--- src/rtl/jtsdram_pkg.sv ---
// -----------------------------------------------------------------------------
// jtsdram_pkg
// Shared definitions for the SDRAM soak-test bank checker:
//   - KEY_W / DW       : address-block key width and data word width
//   - chk_state_e      : access-engine FSM encoding (IDLE, REQ, WAIT, GAP)
//   - exp_data()       : pattern rule shared with the programming stage;
//                        the word stored at an address is seed ^ addr[15:0]
// -----------------------------------------------------------------------------
package jtsdram_pkg;

  localparam int KEY_W = 5;
  localparam int DW    = 16;

  typedef enum logic [1:0] {
    ST_IDLE = 2'd0,
    ST_REQ  = 2'd1,
    ST_WAIT = 2'd2,
    ST_GAP  = 2'd3
  } chk_state_e;

  function automatic logic [DW-1:0] exp_data(input logic [DW-1:0] seed,
                                             input logic [DW-1:0] addr_lo);
    return seed ^ addr_lo;
  endfunction

endpackage

--- src/rtl/jtsdram_chk_addr.sv ---
// -----------------------------------------------------------------------------
// jtsdram_chk_addr
// Pass counter and address former for one bank checker.
//   clk, rst  clock, synchronous active-high reset
//   clr       restart the pass at access 0 (start accepted)
//   inc       advance to the next access
//   key       key to place in the top address bits (already the latched value)
//   last      current access is the final one of the pass
//   addr_nxt  address of the access the counter is moving to this cycle:
//             {key, 0..., i} with i in the low LEN_W bits
// -----------------------------------------------------------------------------
module jtsdram_chk_addr
  import jtsdram_pkg::*;
#(
  parameter int AW    = 22,
  parameter int LEN_W = 8
) (
  input  logic             clk,
  input  logic             rst,
  input  logic             clr,
  input  logic             inc,
  input  logic [KEY_W-1:0] key,
  output logic             last,
  output logic [AW-1:0]    addr_nxt
);

  logic [LEN_W-1:0] i_q, i_d;

  // NOTE: every signal written in always_comb gets a default first, so no path
  // leaves it unassigned and no latch is inferred.
  always_comb begin
    i_d = i_q;
    if (clr) begin
      i_d = '0;
    end else if (inc) begin
      i_d = i_q + LEN_W'(1);
    end
  end

  // The registered request address is loaded from the counter's next value,
  // so the address is ready in the same cycle the request is raised.
  always_comb begin
    addr_nxt                  = '0;
    addr_nxt[AW-1 -: KEY_W]   = key;
    addr_nxt[LEN_W-1:0]       = i_d;
  end

  assign last = &i_q;

  // NOTE: sequential state uses non-blocking assignments so every flop samples
  // the values from before the edge, independent of block ordering.
  always_ff @(posedge clk) begin
    if (rst) begin
      i_q <= '0;
    end else begin
      i_q <= i_d;
    end
  end

endmodule

--- config.mk ---
export PLATFORM = sky130hd
export DESIGN_NAME = jtsdram_chk_addr
export DESIGN_NICKNAME = d
export VERILOG_FILES = /design/src/rtl/jtsdram_pkg.sv /design/src/rtl/jtsdram_chk_addr.sv
export SDC_FILE = /design/constraint.sdc
export NUM_CORES = 1
export LEC_CHECK = 0
export BUFFER_PORTS_ARGS = -buffer_cell sky130_fd_sc_hd__buf_2
export CORE_AREA = 2 2 39 41
export CTS_BUF_LIST = sky130_fd_sc_hd__clkbuf_8
export DETAILED_ROUTE_END_ITERATION = 10
export DIE_AREA = 0 0 41 43
export PLACE_DENSITY = 0.73
export REMOVE_ABC_BUFFERS = 1
export SYNTH_ARGS = -nofsm -noshare
export SYNTH_HDL_FRONTEND = slang
export SYNTH_SLANG_ARGS = --single-unit
--- constraint.sdc ---
create_clock -name clk -period 3.4 [get_ports clk]
set_clock_uncertainty 0.15 [all_clocks]
set_input_delay 0.34 -clock clk [delete_from_list [all_inputs] [get_ports clk]]
set_output_delay 0.34 -clock clk [all_outputs]
set_load 0.005 [all_outputs]
==> impl_results.md, run 1 <==
- Clk buf depth: 2
- Clock sink count: 8
- Uppermost layer routed: met4
- Die ar.: between 1500 and 2000 um2
- Setup Buffers After CTS: 0
- Routed len/inst: 10.27 um
- Die Span Y: 43 um
- H-tree depth: 1
- Initial antenna violation count: 0
- Cell Area, Synth: between 500 and 600 um2
- MaxCap Viol Count: 0
- Grt total ovfl: 0
- Routed Antenna Nets: 0
- TritonCTS Buffers: 3
- Synthesis-to-layout area growth: 7.500%
- Cell variety after synth: 19
- Fin crit share: between 50% and 60%
- IO Pins: 32
- Leakage power: 0.2421 nW
- Share of cells above drive strength 1: 24.29%
- Total track usage: 12.90%
- Arr. time, crit path: 1530 ps
- Synth top area cells: dfxtp_1 (32%), buf_4 (21%), a21oi_1 (6.0%)
- Post-Place Worst Slack: around 1600 ps
- CTS Hold Bufs: 0
- Drt total wl: just under 900 um
- Ant diodes: 0
- Wire length on met2: about 370 um
- Cells after DPL: between 80 and 90
- Met3 wire length: 120 um
- Async set-reset flop share out of synthesis: 0%
- Yosys warns: 0
- Root buffer cell: clkbuf_8
- Syn Area/Cell: roughly 7.9 um2
- Biggest regs: i_q: 8 flops
- Critical path class: reg2out
- Setup ws final: 1382 ps
- Slowest cell on crit path: dfxtp_1
- Post-synth top cells: buf_4 (14), dfxtp_1 (8), nor2_1 (8), a21oi_1 (6)
- Largest net degree at the start of global routing: 13
- Top_reg_cell synth: dfxtp_1
- Critical Path Source Type: flip-flop
- Hold Path Class: in2reg
- Placement Rows: 14
- Worst-path cell chain: ha_1 -> nand2_1 -> or3_1 -> a21oi_1 -> buf_2
- Area taken by multi-input logic gates: 256.5 um2
- Synthesized instance count: 63
- Vias per inst: around 4.9
- Hpwl dp: ~660 um
- Worst path bufs/invs: 1
- Fin area: 538.0 um2
- CTS tree: yes
- CP max stage delay: 400 ps
- Largest Register: i_q
- Vias in the first global route: roughly 330
- Pwr per Cell Area: ~420 nW/um2
- Core footprint: around 1400 um2
- EDFF count, synth: 0
- WP data required: 2910 ps
- Filler cells: 158
- Initial core utilization: about 36%
- Max Fanout on Critical Path: 5
- Crit path time final: around 2000 ps
- First drt pass iteration count: 1
- Die W: 41 um
- Worst setup EP type: output port
- Iter 0 DRT Violations: 0
- Flop and latch count out of synthesis: 8
- Fmax: between 400 and 500 MHz
- Placed inst area: between 400 and 500 um2
- Sequential-to-total area share from yosys stat: 32.00%
- Final Slew Violations: 0
- Nets: just over 80
- RSZ-0062 raised after global routing: no
- Final cell count without fillers: 86
- Via count: 421
- Status: completed
- Setup Viol. Count Final: 0
- Max reg flops: 8
- Register Area: around 160 um2
- First-pass GRT wire length: 1449 um
- VDD IR max: around 0.23 mV
- Most frequent cell after synthesis: buf_4
- Synth area leader: dfxtp_1
- Hold Fails Final Rpt: 0
- Port Buf Inserts: 12
- Clock transition at path regs: ~40 ps
- Setup TNS: 0 ps
- GP Congestion: 0.8284
- Crit path max-delay family: simple AND/OR/NAND/NOR gates
- Synth top area share: 32.00%
- DRC: 0
- M1 wire length: 360 um
- Post_cts resized: 0
- Clock Latency Late Sink: about 230 ps
-- per-layer routing --
metal | GRT usage (%) | up-vias
li1 | - | 211
met1 | 14.98 | 177
met2 | 15.94 | 28
met3 | 8.377 | 5
met4 | 10.00 | 0
met5 | 0 | -
-- final cells by class --
type                    instances  share of cell area [%]
multi-input cells              47                   47.67
clock buffers                   3                   7.674
repair buffers                 12                   11.16
flip-flops and latches          8                   29.77
well taps                      16                   3.721
-- path summary, 6_finish.rpt --
path | from | endpoint | slack (ps) | depth (start not counted)
worst min-delay path | rst | i_q[1] | 160 | 2
worst max register to register | i_q[0] | i_q[6] | 2000 | 4
worst min register to register | i_q[7] | i_q[7] | 390 | 2
worst max-delay path | i_q[0] | addr_nxt[6] | 1380 | 5
-- kinds of logic after synthesis --
logic type,Yosys count,share of synthesized area [%]
AOI/OAI and AO/OA,9,8.999
xor gates and xnor gates,4,7.001
adders and majority gates,1,2.500
buffers and inverters,16,22.75
DFF,8,32.00
muxes,1,2.000
other,1,0.7493
and+or+nand+nor,23,24.00
-- cells in the final DEF (no fill, tap or decap), types with 3 or more instances in the layout --
cell | synthesis | routed
a21oi_1 | 6 | 6
dfxtp_1 | 8 | 8
nand4_1 | 3 | 3
o21ai_0 | 3 | 3
nand3_1 | 3 | 3
or3_1 | 3 | 3
buf_2 | 1 | 12
nor2_1 | 8 | 8
xor2_1 | 3 | 3
nor3_1 | 3 | 3
conb_1 | 1 | 9
clkbuf_8 | 0 | 3
-- worst reg2reg max path: cells and delay by family, from the launching register on --
kind	cells	cell delay, ps
fa+ha+maj	1	220
simple gates	2	420
compound gates	1	140
flops	1	400
-- report_power, final --
part / switching (mW) / internal, mW
sequential: 0.00111 / 0.0951
combinational: 0.00917 / 0.00449
clock: 0.0379 / 0.0767
total: 0.0482 / 0.176
-- through the flow --
step	utilization [%]	total power, mW	hold WS (ps)
3_5_place_dp	35.90	0.1114	381.1
3_3_place_gp	35.90	0.1112	360.1
6_report	38.88	0.2245	160.0
2_1_floorplan	-	0.1043	266.8
5_1_grt	38.88	0.2342	169.3
4_1_cts	38.88	0.2294	156.1
Power figures use the tool's default switching activity.
==> inputs of run 2 (changes only) <==
--- a/config.mk
+++ b/config.mk
@@ -5,12 +5,13 @@
 export SDC_FILE = /design/constraint.sdc
 export NUM_CORES = 1
 export LEC_CHECK = 0
+export ABC_AREA = 1
 export BUFFER_PORTS_ARGS = -buffer_cell sky130_fd_sc_hd__buf_2
 export CORE_AREA = 2 2 39 41
 export CTS_BUF_LIST = sky130_fd_sc_hd__clkbuf_8
 export DETAILED_ROUTE_END_ITERATION = 10
 export DIE_AREA = 0 0 41 43
-export PLACE_DENSITY = 0.73
+export PLACE_DENSITY = 0.78
 export REMOVE_ABC_BUFFERS = 1
 export SYNTH_ARGS = -nofsm -noshare
 export SYNTH_HDL_FRONTEND = slang
==> constraint.sdc (replaced) <==
create_clock -name clk -period 2 [get_ports clk]
set_clock_uncertainty 0.15 [all_clocks]
set_input_delay 0.2 -clock clk [delete_from_list [all_inputs] [get_ports clk]]
set_output_delay 0.2 -clock clk [all_outputs]
set_load 0.005 [all_outputs]
==> run 2 against run 1 <==
Die area is the same; sequential cell count is the same; worst setup slack lost 1200 ps; wire length grew 14%; highest routed layer unchanged; core utilization grew 4.2 points; count of clock-buffer cells in the layout is the same; critical path depth grew 3.
==> impl_results.md, run 2 <==
- Pwr per Cell Area: 647.8 nW/um2 (was 417.3 nW/um2)
- Max reg flops: 8 (unchanged)
- Clock transition at path regs: 40 ps (about the same)
- Hold Path Class: in2reg (unchanged)
- Clk buf depth: 2 (unchanged)
- Routed len/inst: 9.610 um (was 10.27 um)
- Critical Path Source Type: flip-flop (unchanged)
- Nets: 101 (was 82)
- IO Pins: 32 (unchanged)
- Area taken by multi-input logic gates: 269.0 um2 (was 256.5 um2)
- Slowest cell on crit path: dfxtp_1 (unchanged)
- First-pass GRT wire length: 1787 um (was 1449 um)
- Crit path time final: between 1500 and 2000 ps
- Hold Fails Final Rpt: 0 (unchanged)
- Status: completed (unchanged)
- GP Congestion: 0.7829 (was 0.8284)
- Async set-reset flop share out of synthesis: 0% (unchanged)
- Register Area: 160.2 um2 (unchanged)
- Synth area leader: dfxtp_1 (unchanged)
- Post_cts resized: 0 (unchanged)
- Filler cells: 155 (was 158)
- Most frequent cell after synthesis: buf_4 (unchanged)
- Drt total wl: 1009 um (was 883 um)
- Worst-path cell chain: ha_1 -> nand2_1 -> nor2_1 -> nand3_1 -> nand2_1 -> nand3_1 -> inv_1 -> buf_2 (was ha_1 -> nand2_1 -> or3_1 -> a21oi_1 -> buf_2)
- Commonest non-fill, non-tap cell in the layout: buf_2 (unchanged)
- Fin crit share: roughly nine tenths
- Die ar.: 1763 um2 (unchanged)
- CTS Hold Bufs: 0 (unchanged)
- Setup ws final: 222.7 ps (was 1382 ps)
- Met3 usage: 5.759% (was 8.377%)
- Max Fanout on Critical Path: 3 (was 5)
- Routed Antenna Nets: 0 (unchanged)
- EDFF count, synth: 0 (unchanged)
- Die W: 41 um (unchanged)
- Fin area: 595.6 um2 (was 538.0 um2)
- Synth top area cells: dfxtp_1 (28%), buf_4 (19%), inv_1 (7.3%) (was dfxtp_1 (32%), buf_4 (21%), a21oi_1 (6.0%))
- Iter 0 DRT Violations: 16 (was 0)
- CTS tree: yes (unchanged)
- Fmax: about 560 MHz
- Final Slew Violations: 0 (unchanged)
- Placement Rows: 14 (unchanged)
- Post-synth top cells: buf_4 (14), inv_1 (11), nor2_1 (10), nand2_1 (9), dfxtp_1 (8) (was buf_4 (14), dfxtp_1 (8), nor2_1 (8), a21oi_1 (6))
- Initial antenna violation count: 0 (unchanged)
- Ant diodes: 0 (unchanged)
- Top_reg_cell synth: dfxtp_1 (unchanged)
- Syn Area/Cell: 6.882 um2 (was 7.944 um2)
- Commonest cells after routing, fill and taps aside: buf_2 (12), inv_1 (11), nor2_1 (10), nand2_1 (9), conb_1 (9) (was buf_2 (12), conb_1 (9), nor2_1 (8), dfxtp_1 (8), a21oi_1 (6))
- Largest net degree at the start of global routing: 9 (was 13)
- Gr busiest metal: met2 (unchanged)
- VDD IR max: 0.2919 mV (was 0.2254 mV)
- Clock sink count: 8 (unchanged)
- Root buffer cell: clkbuf_8 (unchanged)
- Arr. time, crit path: 1430 ps (was 1530 ps)
- Core footprint: 1384 um2 (unchanged)
- DRC: 0 (unchanged)
- First drt pass iteration count: 4 (was 1)
- H-tree depth: 1 (unchanged)
- Worst hold margin: 89.06 ps (was 160.0 ps)
- Synth top area share: 28.38% (was 32.00%)
- Share of cells above drive strength 1: 23.60% (was 24.29%)
- Leakage power: 0.3330 nW (was 0.2421 nW)
- Critical path class: reg2out (unchanged)
- Via count: 491 (was 421)
- TritonCTS Buffers: 3 (unchanged)
- Initial core utilization: 40.78% (was 36.17%)
- Placed inst area: 554.3 um2 (was 496.7 um2)
- Total track usage: 15.15% (was 12.90%)
- RSZ-0062 raised after global routing: no (unchanged)
- Cell Area, Synth: 564.3 um2 (was 500.5 um2)
- CP max stage delay: 390 ps (was 400 ps)
- Flop and latch count out of synthesis: 8 (unchanged)
- Met2 Use GR: 23.13% (was 15.94%)
- Biggest regs: i_q: 8 flops (unchanged)
- Worst setup EP type: output port (unchanged)
- Yosys warns: 0 (unchanged)
- Post-Place Worst Slack: 456.4 ps (was 1627 ps)
- Global Route met1 Usage: 16.39% (was 14.98%)
- Vias per inst: 4.676 (was 4.895)
- Port Buf Inserts: 12 (unchanged)
- Largest Register: i_q (unchanged)
- MaxCap Viol Count: 0 (unchanged)
- Synthesis-to-layout area growth: 5.543% (was 7.500%)
- Vias in the first global route: 479 (was 331)
- Setup Viol. Count Final: 0 (unchanged)
- Cell variety after synth: 21 (was 19)
- Grt total ovfl: 0 (unchanged)
- Setup Buffers After CTS: 0 (unchanged)
- Setup TNS: 0 ps (unchanged)
- Synthesized instance count: 82 (was 63)
- Die Span Y: 43 um (unchanged)
- Hpwl dp: 777.1 um (was 659 um)
- Clock Latency Late Sink: 230 ps (about the same)
- WP data required: 1650 ps (was 2910 ps)
- Sequential-to-total area share from yosys stat: 28.38% (was 32.00%)
run 2: cell types whose count changed after synthesis, sizes merged, moves of 3 or more:
cell	delta
a21oi	-4
inv	+12
nand2	+10
nand3	+5
nor2	+4
nor4	+3
or3	-3
xor2	-3
run 2: through the flow:
stage	utilization [%]	total power [mW]	cells
after CTS	43.04	0.3901	105
final	43.04	0.3858	105
after floorplan	-	0.1814	74
after detailed placement	40.05	0.1947	102
after global placement	40.05	0.1943	102
after global routing	43.04	0.4031	105
run 2: critical path: cells and delay by family, from the launching register on:
family                     cells  cell delay (ps)
and+or+nand+nor                5              450
buffers and inverters          2              160
adders and majority gates      1              210
DFF                            1              390
run 2: cell type report:
cell class              instances  area share (%)
clock buffers                   3           6.933
inverters                      12           7.563
multi-input cells              54           45.17
flip-flops and latches          8           26.89
well taps                      16           3.361
repair buffers                 12           10.08
run 2: final timing paths:
path | from | endpoint | slack, ps | cells after the start
max | i_q[0] | addr_nxt[6] | 220 | 8
min | clr | i_q[0] | 90 | 2
max reg2reg | i_q[0] | i_q[6] | 660 | 7
min reg2reg | i_q[4] | i_q[4] | 390 | 2
run 2: cells by family after synthesis:
logic type | Yosys count | share of synthesized area, %
buffers and inverters | 28 | 29.27
adders and majority gates | 1 | 2.217
AOI/OAI and AO/OA | 3 | 2.660
DFF | 8 | 28.38
other | 1 | 0.6646
and+or+nand+nor | 41 | 36.81
run 2: power breakdown:
part	internal [mW]	total [mW]	switching [mW]
registers	0.162	0.164	0.00197
logic	0.00848	0.0283	0.0198
clock network	0.130	0.194	0.0631
total	0.301	0.386	0.0849
run 2: routing by layer:
layer	vias up	part of all wire, %
met5	-	0
met4	0	0.79
met3	2	7.6
met2	23	51
met1	216	40
li1	250	-
==> inputs of run 3 (changes only) <==
--- a/config.mk
+++ b/config.mk
@@ -13,6 +13,7 @@
 export DIE_AREA = 0 0 41 43
 export PLACE_DENSITY = 0.78
 export REMOVE_ABC_BUFFERS = 1
+export SETUP_SLACK_MARGIN = 0.3
 export SYNTH_ARGS = -nofsm -noshare
 export SYNTH_HDL_FRONTEND = slang
 export SYNTH_SLANG_ARGS = --single-unit
==> run 3 against run 2 <==
Count of clock-buffer cells in the layout unchanged; power fell by 0.36%; sequential cell count unchanged; global-route usage grew 0.61 points; largest cell class unchanged.
==> impl_results.md, run 3 (synthesized netlist as in run 2, its figures left out) <==
- Port Buf Inserts: 12 (unchanged)
- Placed inst area: 554.3 um2 (unchanged)
- Commonest cells after routing, fill and taps aside: buf_2 (12), inv_1 (11), nor2_1 (9), conb_1 (9), nand2_1 (8) (was buf_2 (12), inv_1 (11), nor2_1 (10), nand2_1 (9), conb_1 (9))
- Largest Register: i_q (unchanged)
- Share of cells above drive strength 1: 32.58% (was 23.60%)
- Synthesis-to-layout area growth: 11.75% (was 5.543%)
- Power, Total: 384.4 uW (was 385.8 uW)
- MaxCap Viol Count: 0 (unchanged)
- Largest net degree at the start of global routing: 9 (unchanged)
- H-tree depth: 1 (unchanged)
- Clock sink count: 8 (unchanged)
- Leakage power: 0.3343 nW (was 0.3330 nW)
- Initial antenna violation count: 0 (unchanged)
- Worst Setup SP: i_q[0] (unchanged)
- DRC: 0 (unchanged)
- Hpwl dp: 777.1 um (unchanged)
- Clock Latency Late Sink: 230 ps (about the same)
- Worst path bufs/invs: 2 (unchanged)
- Arr. time, crit path: 1280 ps (was 1430 ps)
- Nets: 101 (unchanged)
- Critical Path Source Type: flip-flop (unchanged)
- Die W: 41 um (unchanged)
- First drt pass iteration count: 5 (was 4)
- Vias in the first global route: 496 (was 479)
- Total track usage: 15.76% (was 15.15%)
- Post-Place Worst Slack: 456.4 ps (unchanged)
- Vias per inst: 4.867 (was 4.676)
- Worst setup EP type: output port (unchanged)
- Fin crit share: 81.57% (was 88.87%)
- Worst hold margin: 80.19 ps (was 89.06 ps)
- Iter 0 DRT Violations: 15 (was 16)
- VDD IR max: 0.3065 mV (was 0.2919 mV)
- Critical path class: reg2out (unchanged)
- Hold Path Class: in2reg (unchanged)
- Routed Antenna Nets: 0 (unchanged)
- WP data required: 1650 ps (about the same)
- Crit path max-delay family: simple AND/OR/NAND/NOR gates (unchanged)
- RSZ-0062 raised after global routing: yes (was no)
- First-pass GRT wire length: 1869 um (was 1787 um)
- Setup Viol. Count Final: 0 (unchanged)
- Root buffer cell: clkbuf_8 (unchanged)
- Via count: 511 (was 491)
- Status: completed (unchanged)
- Clk buf depth: 2 (unchanged)
- Die ar.: 1763 um2 (unchanged)
- IO Pins: 32 (unchanged)
- CP max stage delay: 370 ps (was 390 ps)
- GP Congestion: 0.7829 (unchanged)
- Worst-path cell chain: ha_4 -> nand2_2 -> nor2_2 -> nand3_1 -> nand2_1 -> nand3_2 -> inv_1 -> buf_2 (was ha_1 -> nand2_1 -> nor2_1 -> nand3_1 -> nand2_1 -> nand3_1 -> inv_1 -> buf_2)
- Drt total wl: 1050 um (was 1009 um)
- Placement Rows: 14 (unchanged)
- Max Fanout on Critical Path: 3 (unchanged)
- Die Span Y: 43 um (unchanged)
- Routed len/inst: 10.00 um (was 9.610 um)
- Final Slew Violations: 0 (unchanged)
- Hold Fails Final Rpt: 0 (unchanged)
- Initial core utilization: 40.78% (unchanged)
- Fin area: 630.6 um2 (was 595.6 um2)
- Pwr per Cell Area: 609.5 nW/um2 (was 647.8 nW/um2)
- TritonCTS Buffers: 3 (unchanged)
- Clock transition at path regs: 40 ps (about the same)
- Grt total ovfl: 0 (unchanged)
- Ant diodes: 0 (unchanged)
- RR Startpoint: i_q[0] (unchanged)
- Core footprint: 1384 um2 (unchanged)
- Max reg flops: 8 (unchanged)
- Hold wc startpoint: clr (unchanged)
- CTS tree: yes (unchanged)
- Fmax: 612.9 MHz (was 562.6 MHz)
- Crit path time final: 1631 ps (was 1777 ps)
- Biggest regs: i_q: 8 flops (unchanged)
- Commonest non-fill, non-tap cell in the layout: buf_2 (unchanged)
- Setup TNS: 0 ps (unchanged)
- Setup ws final: 368.5 ps (was 222.7 ps)
- Slowest cell on crit path: dfxtp_4 (was dfxtp_1)
==> run 3: stage by stage <==
step	std cells	utilization [%]
after floorplan	74	-
after global placement	102	40.05
after detailed placement	102	40.05
after CTS	105	44.30
after global routing	105	45.57
final	105	45.57
==> run 3: timing repair <==
| action | in CTS | in global routing |
|---|---|---|
| setup buffers | 0 | 0 |
| endpoints found under the hold margin | 0 | 0 |
| pin swaps | 1 | 3 |
| setup endpoints to repair | 3 | 5 |
| hold buffers | 0 | 0 |
| gates resized for setup | 5 | 7 |
==> run 3: area by class of cell <==
cell class | instances | area (um2)
fillers | 145 | 753.2
multi-input cells | 54 | 295.3
flip-flops and latches | 8 | 168.9
repair buffers | 12 | 60.06
inverters | 12 | 45.04
clock buffers | 3 | 41.29
well taps | 16 | 20.02
==> run 3: path summary, 6_finish.rpt <==
check / endpoint / slack (ps) / cells after the start
setup / recovery: addr_nxt[6] / 370 / 8
setup reg to reg: i_q[2] / 800 / 4
hold / removal: i_q[0] / 80 / 2
hold reg to reg: i_q[4] / 390 / 2
==> run 3: power breakdown <==
part / internal (mW) / switching [mW] / total (mW)
Sequential: 0.161 / 0.00288 / 0.164
Clock: 0.130 / 0.0609 / 0.191
Combinational: 0.00918 / 0.0205 / 0.0297
Total: 0.300 / 0.0843 / 0.384
==> run 3: metal layers <==
metal / GRT usage [%] / share of wire (%) / up-vias
met2: 24.38 / 52 / 23
met5: 0 / 0 / -
li1: - / - / 254
met1: 17.05 / 41 / 232
met3: 5.759 / 7.0 / 2
met4: 10.00 / 0.76 / 0
==> run 3: worst register-to-register path, cell delays in order, from the launching register on <==
cell and delay [ps]:
dfxtp_4 360, ha_4 160, nand3_1 100, inv_1 80
nor4_1 230
